## config.mk

```make
export PLATFORM = sky130hd
export DESIGN_NAME = cache_fill_ctrl
export DESIGN_NICKNAME = d
export VERILOG_FILES = /design/src/rtl/cache_pkg.sv /design/src/rtl/cache_fill_stats.sv /design/src/rtl/cache_fill_ctrl.sv
export SDC_FILE = /design/constraint.sdc
export NUM_CORES = 1
export LEC_CHECK = 0
export ABC_CLOCK_PERIOD_IN_PS = 4950
export BUFFER_PORTS_ARGS = -buffer_cell sky130_fd_sc_hd__buf_4
export CORE_MARGIN = 10
export CORE_UTILIZATION = 45
export CTS_CLUSTER_SIZE = 10
export DETAILED_ROUTE_END_ITERATION = 16
export GPL_ROUTABILITY_DRIVEN = 0
export PLACE_DENSITY = 0.9
export SYNTH_ARGS = -nofsm -noshare
export SYNTH_HDL_FRONTEND = slang
export SYNTH_SLANG_ARGS = --single-unit
```

## constraint.sdc

```tcl
create_clock -name clk -period 4.95 [get_ports clk]
set_clock_uncertainty 0.2 [all_clocks]
set_input_delay 0.99 -clock clk [delete_from_list [all_inputs] [get_ports clk]]
set_output_delay 0.99 -clock clk [all_outputs]
set_load 0.05 [all_outputs]
```

## src/rtl/cache_pkg.sv

```systemverilog
// -----------------------------------------------------------------------------
// cache_pkg
// Shared definitions for the requester-side cache fill controller:
//   - default block / address widths (must match the read-only cache)
//   - width of the optional hit/miss statistics counters
//   - fill FSM state encoding
//   - saturating increment helper for the statistics counters
// No ports (package).
// -----------------------------------------------------------------------------
package cache_pkg;

    localparam int SIZE_BLOCK_DEF = 32;
    localparam int BIT_TOTAL_DEF  = 24;
    localparam int STAT_W         = 32;

    typedef enum logic [2:0] {
        IDLE     = 3'd0,
        LOOKUP   = 3'd1,
        CHECK    = 3'd2,
        MEM_REQ  = 3'd3,
        MEM_WAIT = 3'd4,
        FILL     = 3'd5,
        RESP     = 3'd6
    } fill_state_t;

    // Increment that sticks at all-ones instead of wrapping to zero.
    function automatic logic [STAT_W-1:0] sat_inc(input logic [STAT_W-1:0] val);
        if (val == {STAT_W{1'b1}}) begin
            sat_inc = val;
        end else begin
            sat_inc = val + {{(STAT_W-1){1'b0}}, 1'b1};
        end
    endfunction

endpackage

```

## src/rtl/cache_fill_stats.sv

```systemverilog
// -----------------------------------------------------------------------------
// cache_fill_stats
// Saturating hit / miss counter pair for the cache fill controller.
// Only instantiated when CACHE_FILL_STATS_EN is defined.
// Ports:
//   clk         in   clock, rising edge
//   rst         in   synchronous reset, active-low
//   hit_inc     in   count one hit this cycle
//   miss_inc    in   count one miss this cycle
//   stat_hits   out  STAT_W  number of hits (saturating)
//   stat_misses out  STAT_W  number of misses (saturating)
// -----------------------------------------------------------------------------
module cache_fill_stats
    import cache_pkg::*;
(
    input  logic              clk,
    input  logic              rst,
    input  logic              hit_inc,
    input  logic              miss_inc,
    output logic [STAT_W-1:0] stat_hits,
    output logic [STAT_W-1:0] stat_misses
);

    logic [STAT_W-1:0] hits_r;
    logic [STAT_W-1:0] misses_r;

    // Counter registers; each counts independently and saturates at all-ones.
    always_ff @(posedge clk) begin
        if (!rst) begin
            hits_r   <= {STAT_W{1'b0}};
            misses_r <= {STAT_W{1'b0}};
        end else begin
            if (hit_inc) begin
                hits_r <= sat_inc(hits_r);
            end
            if (miss_inc) begin
                misses_r <= sat_inc(misses_r);
            end
        end
    end

    assign stat_hits   = hits_r;
    assign stat_misses = misses_r;

endmodule

```

## src/rtl/cache_fill_ctrl.sv

```systemverilog
// -----------------------------------------------------------------------------
// cache_fill_ctrl
// Requester-side controller for the read-only block cache. Accepts one block
// read at a time, probes the cache, and on a miss fetches the block from
// external memory over an Avalon-MM-style read master, writes it into the
// cache, then returns it to the client. All outputs are registered.
//
// Optional feature: define CACHE_FILL_STATS_EN to add saturating
// stat_hits / stat_misses counter ports.
//
// Ports:
//   clk, rst (sync, active-low)
//   req_valid/req_ready/req_addr            client request
//   resp_valid/resp_ready/resp_data/resp_hit client response (hit=1: from cache)
//   c_en/c_wrt/c_addr/c_data                 cache access (c_wrt=1: fill)
//   c_rdata/c_success                        cache read data / hit flag (1 cycle later)
//   mem_read/mem_addr/mem_waitrequest        memory read command
//   mem_readdatavalid/mem_readdata           memory read return
//   stat_hits/stat_misses                    (CACHE_FILL_STATS_EN only)
// -----------------------------------------------------------------------------
module cache_fill_ctrl
    import cache_pkg::*;
#(
    parameter int SIZE_BLOCK = SIZE_BLOCK_DEF,
    parameter int BIT_TOTAL  = BIT_TOTAL_DEF
)(
    input  logic                  clk,
    input  logic                  rst,
    input  logic                  req_valid,
    output logic                  req_ready,
    input  logic [BIT_TOTAL-1:0]  req_addr,
    output logic                  resp_valid,
    input  logic                  resp_ready,
    output logic [SIZE_BLOCK-1:0] resp_data,
    output logic                  resp_hit,
    output logic                  c_en,
    output logic                  c_wrt,
    output logic [BIT_TOTAL-1:0]  c_addr,
    output logic [SIZE_BLOCK-1:0] c_data,
    input  logic [SIZE_BLOCK-1:0] c_rdata,
    input  logic                  c_success,
    output logic                  mem_read,
    output logic [BIT_TOTAL-1:0]  mem_addr,
    input  logic                  mem_waitrequest,
    input  logic                  mem_readdatavalid,
    input  logic [SIZE_BLOCK-1:0] mem_readdata
`ifdef CACHE_FILL_STATS_EN
    ,
    output logic [STAT_W-1:0]     stat_hits,
    output logic [STAT_W-1:0]     stat_misses
`endif
);

    fill_state_t           state_r;
    fill_state_t           state_nxt;
    logic [BIT_TOTAL-1:0]  addr_r;
    logic [BIT_TOTAL-1:0]  addr_nxt;
    logic [SIZE_BLOCK-1:0] data_r;
    logic [SIZE_BLOCK-1:0] data_nxt;
    logic                  hit_r;
    logic                  hit_nxt;
    logic                  check_hit_s;

    // Hit decode: an X or Z hit flag compares as not-equal and takes the miss path.
    always_comb begin
        if (c_success == 1'b1) begin
            check_hit_s = 1'b1;
        end else begin
            check_hit_s = 1'b0;
        end
    end

    // Next-state and datapath-capture logic of the fill FSM.
    always_comb begin
        state_nxt = state_r;
        addr_nxt  = addr_r;
        data_nxt  = data_r;
        hit_nxt   = hit_r;
        case (state_r)
            IDLE: begin
                // req_ready is registered, so it is low for the first IDLE
                // cycle after reset and a request is not taken then.
                if (req_valid && req_ready) begin
                    addr_nxt  = req_addr;
                    state_nxt = LOOKUP;
                end else begin
                    state_nxt = IDLE;
                end
            end
            LOOKUP: begin
                state_nxt = CHECK;
            end
            CHECK: begin
                if (check_hit_s) begin
                    data_nxt  = c_rdata;
                    hit_nxt   = 1'b1;
                    state_nxt = RESP;
                end else begin
                    hit_nxt   = 1'b0;
                    state_nxt = MEM_REQ;
                end
            end
            MEM_REQ: begin
                if (!mem_waitrequest) begin
                    state_nxt = MEM_WAIT;
                end else begin
                    state_nxt = MEM_REQ;
                end
            end
            MEM_WAIT: begin
                if (mem_readdatavalid) begin
                    data_nxt  = mem_readdata;
                    state_nxt = FILL;
                end else begin
                    state_nxt = MEM_WAIT;
                end
            end
            FILL: begin
                state_nxt = RESP;
            end
            RESP: begin
                if (resp_ready) begin
                    state_nxt = IDLE;
                end else begin
                    state_nxt = RESP;
                end
            end
            default: begin
                state_nxt = IDLE;
            end
        endcase
    end

    // State and captured-request registers.
    always_ff @(posedge clk) begin
        if (!rst) begin
            state_r <= IDLE;
            addr_r  <= {BIT_TOTAL{1'b0}};
            data_r  <= {SIZE_BLOCK{1'b0}};
            hit_r   <= 1'b0;
        end else begin
            state_r <= state_nxt;
            addr_r  <= addr_nxt;
            data_r  <= data_nxt;
            hit_r   <= hit_nxt;
        end
    end

    // Output registers, decoded from the next state so each output is
    // valid for exactly the cycles its state is occupied.
    always_ff @(posedge clk) begin
        if (!rst) begin
            req_ready  <= 1'b0;
            resp_valid <= 1'b0;
            resp_hit   <= 1'b0;
            resp_data  <= {SIZE_BLOCK{1'b0}};
            c_en       <= 1'b0;
            c_wrt      <= 1'b0;
            c_addr     <= {BIT_TOTAL{1'b0}};
            c_data     <= {SIZE_BLOCK{1'b0}};
            mem_read   <= 1'b0;
            mem_addr   <= {BIT_TOTAL{1'b0}};
        end else begin
            req_ready  <= (state_nxt == IDLE);
            resp_valid <= (state_nxt == RESP);
            resp_hit   <= hit_nxt;
            resp_data  <= data_nxt;
            c_en       <= (state_nxt == LOOKUP) || (state_nxt == FILL);
            c_wrt      <= (state_nxt == FILL);
            c_addr     <= addr_nxt;
            c_data     <= data_nxt;
            mem_read   <= (state_nxt == MEM_REQ);
            mem_addr   <= addr_nxt;
        end
    end

`ifdef CACHE_FILL_STATS_EN
    logic hit_inc_s;
    logic miss_inc_s;

    // Count on the CHECK decision: CHECK->RESP is a hit, CHECK->MEM_REQ a miss.
    always_comb begin
        if (state_r == CHECK) begin
            hit_inc_s  = check_hit_s;
            miss_inc_s = !check_hit_s;
        end else begin
            hit_inc_s  = 1'b0;
            miss_inc_s = 1'b0;
        end
    end

    cache_fill_stats u_stats (
        .clk         (clk),
        .rst         (rst),
        .hit_inc     (hit_inc_s),
        .miss_inc    (miss_inc_s),
        .stat_hits   (stat_hits),
        .stat_misses (stat_misses)
    );
`endif

endmodule

```

After elaboration in Yosys (flattened, before gate mapping). Cells that the tools add are included.

Register bits after elaboration: 65. Input port bits: 95. Output and inout bits: 118. Word-level logic and storage cells: 39.

Eq/ne operators: 12. Mux-type cells: 11. Reductions and logical operators: 7.

Operators by type and width (number): 2-to-1 mux 32 bit (2); one-hot mux 32 bit (2 select lines) (1); one-hot mux 3 bit (7 select lines) (1); == test 3 bit (second input constant) (5); == test 3 x 2 -> 1 bit (second input constant) (3); 2-to-1 mux 3 bit (3); == test 3 x 1 -> 1 bit (second input constant) (2); zero test 3 bit (2); 2-to-1 mux 1 bit (4); != test 2 bit (second input constant) (2); AND reduction 3 bit (1); AND reduction 2 bit (1); nonzero test 2 bit (1); logical AND 1 bit (1); logical OR 1 bit (1).

Longest topological paths before layout.
Word-level depth: 5. Mapped depth: 7.

Worst setup path before layout. No wires, ideal clock.

Path kind: in2reg. From: input port mem_readdatavalid. To: register c_data[0]. Library setup time: 0.125 ns. Data arrival time: 1.900 ns. Data required time: 4.625 ns. Setup slack: 2.725 ns. Cell stages on the path: 6. Path buffers: 3. Cell sequence: nor4bb_1 buf_2 or2_1 clkbuf_1 buf_2 a31oi_1.

Longest elaborated chain between the ends: 2.

RTL lines: from (decl) (line cache_fill_ctrl.sv:45) `input logic mem_readdatavalid,`; != test 2 bit (no line); AND reduction 3 bit (no line); to (signal assigned) (line cache_fill_ctrl.sv:160) `c_data <= {SIZE_BLOCK{1'b0}};`; to (signal assigned) (line cache_fill_ctrl.sv:171) `c_data <= data_nxt;`; to (decl) (line cache_fill_ctrl.sv:39) `output logic [SIZE_BLOCK-1:0] c_data,`.

Every way passes these cells. A chain may end at the register's enable or synchronous reset.

Worst setup path after layout.
From: register state_r[1]. To: register c_data[9].

Longest elaborated chain between the ends: 3. Elaborated cells between the ends (all ways): 7. Classes of those cells: 4 x eq/ne; 1 x mux; 2 x reduce/logical.

RTL lines: from (decl) (line cache_fill_ctrl.sv:54) `fill_state_t state_r;`; from (signal assigned) (line cache_fill_ctrl.sv:142) `state_r <= state_nxt;`; == test 3 x 2 -> 1 bit or == test 3 bit (tied branches) (line cache_fill_ctrl.sv:79) `case (state_r)`; != test 2 bit (no line) or nonzero test 2 bit (tied branches); AND reduction 3 bit (no line).

Several ways; a longest one is shown, not always the timed one.

==> impl_metrics.env <==
export IMPL_synth_cell_type_count=34
export IMPL_setup_worst_path_end_class="register"
export IMPL_final_max_slew_viol_count=0
export IMPL_period_needed_ps=2520
export IMPL_die_x_um=105
export IMPL_vias=3371
export IMPL_path_cells="nor4bb_4 > or2_1 > a31oi_1"
export IMPL_finalCritPeriodShare=0.510
export IMPL_max_slew_margin=0.154
export IMPL_dpl_hpwl_um=9070
export IMPL_slowest_delay_ps=840
export IMPL_critical_path_class="register to register"
export IMPL_postCtsHoldBufs=0
export IMPL_hp_class="register to register"
export IMPL_clockRootBuffer="clkbuf_8"
export IMPL_numCtsBuffers=9
export IMPL_grt_use_total=0.201
export IMPL_p_leak_nw=2.23
export IMPL_htree_levels=3
export IMPL_layout_commonest_cell="buf_4"
export IMPL_post_cts_buffers=0
export IMPL_synth_edf_count=0
export IMPL_num_fill_cells=569
export IMPL_synth_async_reset_ratio=0
export IMPL_syn2layout_area_growth_pct=43.1
export IMPL_grt_overflow_total=0
export IMPL_status="finished clean"
export IMPL_wl_um=11700
export IMPL_cts_clk_slew_worst_paths_ps=70
export IMPL_crit_path_max_fanout=32
export IMPL_power_density_nw_per_um2=454
export IMPL_critPathArrivalTime_ps=2460
export IMPL_drt_iter0_drc=114
export IMPL_finalSetupViolations=0
export IMPL_max_freq_mhz=396
export IMPL_ys_seq_area_frac=0.399
export IMPL_yosysWarnings=0
export IMPL_drive_gt1_frac=0.449
export IMPL_cts_buffer_depth=2
export IMPL_rsz0062_at_grt="false"
export IMPL_die_area_um2=11000
export IMPL_wl_per_cell_um=18.6
export IMPL_multi_input_area_um2=1410
export IMPL_netlist_area_leader_share=0.399
export IMPL_num_nets_final=624
export IMPL_ios=213
export IMPL_die_h_um=105
export IMPL_grt_max_degree=62
export IMPL_cp_start_kind="register"
export IMPL_synth_cells=397
export IMPL_cts_tree="yes"
export IMPL_syn_area_um2=3260
export IMPL_drc=0
export IMPL_hold_viol=0
export IMPL_whs_ps=297
export IMPL_irDropWorstVdd_mv=0.220
export IMPL_io_buffers=212
export IMPL_grt_pass1_wl_um=18500
export IMPL_drv_cap=0
export IMPL_clock_latency_ps=320
export IMPL_grt_pass1_vias=3471
export IMPL_diodes=0
export IMPL_ant_nets=0
export IMPL_ys_top_cells_by_area="dfxtp_1 40%, buf_4 13%, nand2_1 7.5%, o31ai_1 7.4%, a31oi_1 6.3%"
export IMPL_yosys_area_top_type="dfxtp_1"
export IMPL_via_per_inst=5.35
export IMPL_ys_seq_elements=65
export IMPL_crit_slowest_cell="or2_1"
export IMPL_synth_ff_type="dfxtp_1"
export IMPL_final_cell_mix="215 x buf_4, 65 x nand2_1, 65 x dfxtp_1"
export IMPL_antenna_found_initial=0
export IMPL_synthesis_nets=492
export IMPL_design_core_area_um2=6910
export IMPL_cp_data_required_time_ps=4890
export IMPL_initial_core_util=0.472
export IMPL_cts_resized=0
export IMPL_drtPass1Iterations=4
export IMPL_seqCellArea_um2=1300
export IMPL_fp_row_count=30
export IMPL_tightest_slew_ps=1270
export IMPL_avgSynthCellArea_um2=8.21
export IMPL_final_setup_tns_ps=0
export IMPL_clock_sinks=65
==> stage by stage <==
stage | worst slack, ps | power [mW] | cells | utilization | instance area, µm²
3_5_place_dp | 2170 | 1.66 | 614 | 0.644 | 4450
3_3_place_gp | 2250 | 1.64 | 614 | 0.644 | 4450
2_1_floorplan | 2720 | 1.40 | 397 | - | 3260
4_1_cts | 2400 | 2.13 | 630 | 0.675 | 4660
6_report | 2430 | 2.12 | 630 | 0.675 | 4660
5_1_grt | 2210 | 2.21 | 630 | 0.675 | 4660
==> Yosys cell counts (all sizes together), types with 4 or more instances <==
master / n
a31oi: 33
buf: 73
nand2: 65
o21ai: 26
o31ai: 32
a21boi: 26
nand3: 24
or2: 4
dfxtp: 65
clkbuf: 21
==> cells by family (layout without fill, tap and decap cells) <==
logic type / count (synthesis) / count (layout) / share of synthesized area
muxes: 2 / 2 / 0.00614
DFF: 65 / 65 / 0.399
buffers and inverters: 96 / 233 / 0.180
and+or+nand+nor: 108 / 108 / 0.155
AOI/OAI and AO/OA: 126 / 126 / 0.259
==> area by class of cell <==
cell class | count | area share
clock buffers | 12 | 0.0354
clock inverters | 4 | 0.0107
inverters | 2 | 0.00161
multi-input cells | 236 | 0.301
flip-flops and latches | 65 | 0.279
well taps | 96 | 0.0258
repair buffers | 215 | 0.346
==> worst paths after layout <==
check,slack [ps],startpoint,to,cells past startpoint
max,2430,state_r[1],c_data[9],3
min,300,mem_addr[0],mem_addr[0],2
max reg2reg,2430,state_r[1],c_data[9],3
min reg2reg,300,mem_addr[0],mem_addr[0],2
==> worst max-delay path: cells and delay by family (launching register included) <==
family / cells / cell delay [ps]
DFF: 1 / 710
AOI/OAI and AO/OA: 1 / 190
and+or+nand+nor: 2 / 1240
==> metal layers <==
layer	wire length, µm	global-route usage
met1	4680	0.231
met2	5640	0.331
met3	1310	0.0952
met4	110	0.0422
met5	0	0
==> registers in the layout, indices dropped and copies added (netlist names) <==
register and cells:
mem_addr 24, req_ready 1, resp_hit 1, resp_valid 1
mem_read 1, c_data 32, c_wrt 1, state_r 3
c_en 1
==> report_power, final <==
part / switching, mW / internal [mW]
Combinational: 0.678 / 0.292
Sequential: 0.0766 / 0.596
Clock: 0.201 / 0.273
(Power assumes the default switching activity.)
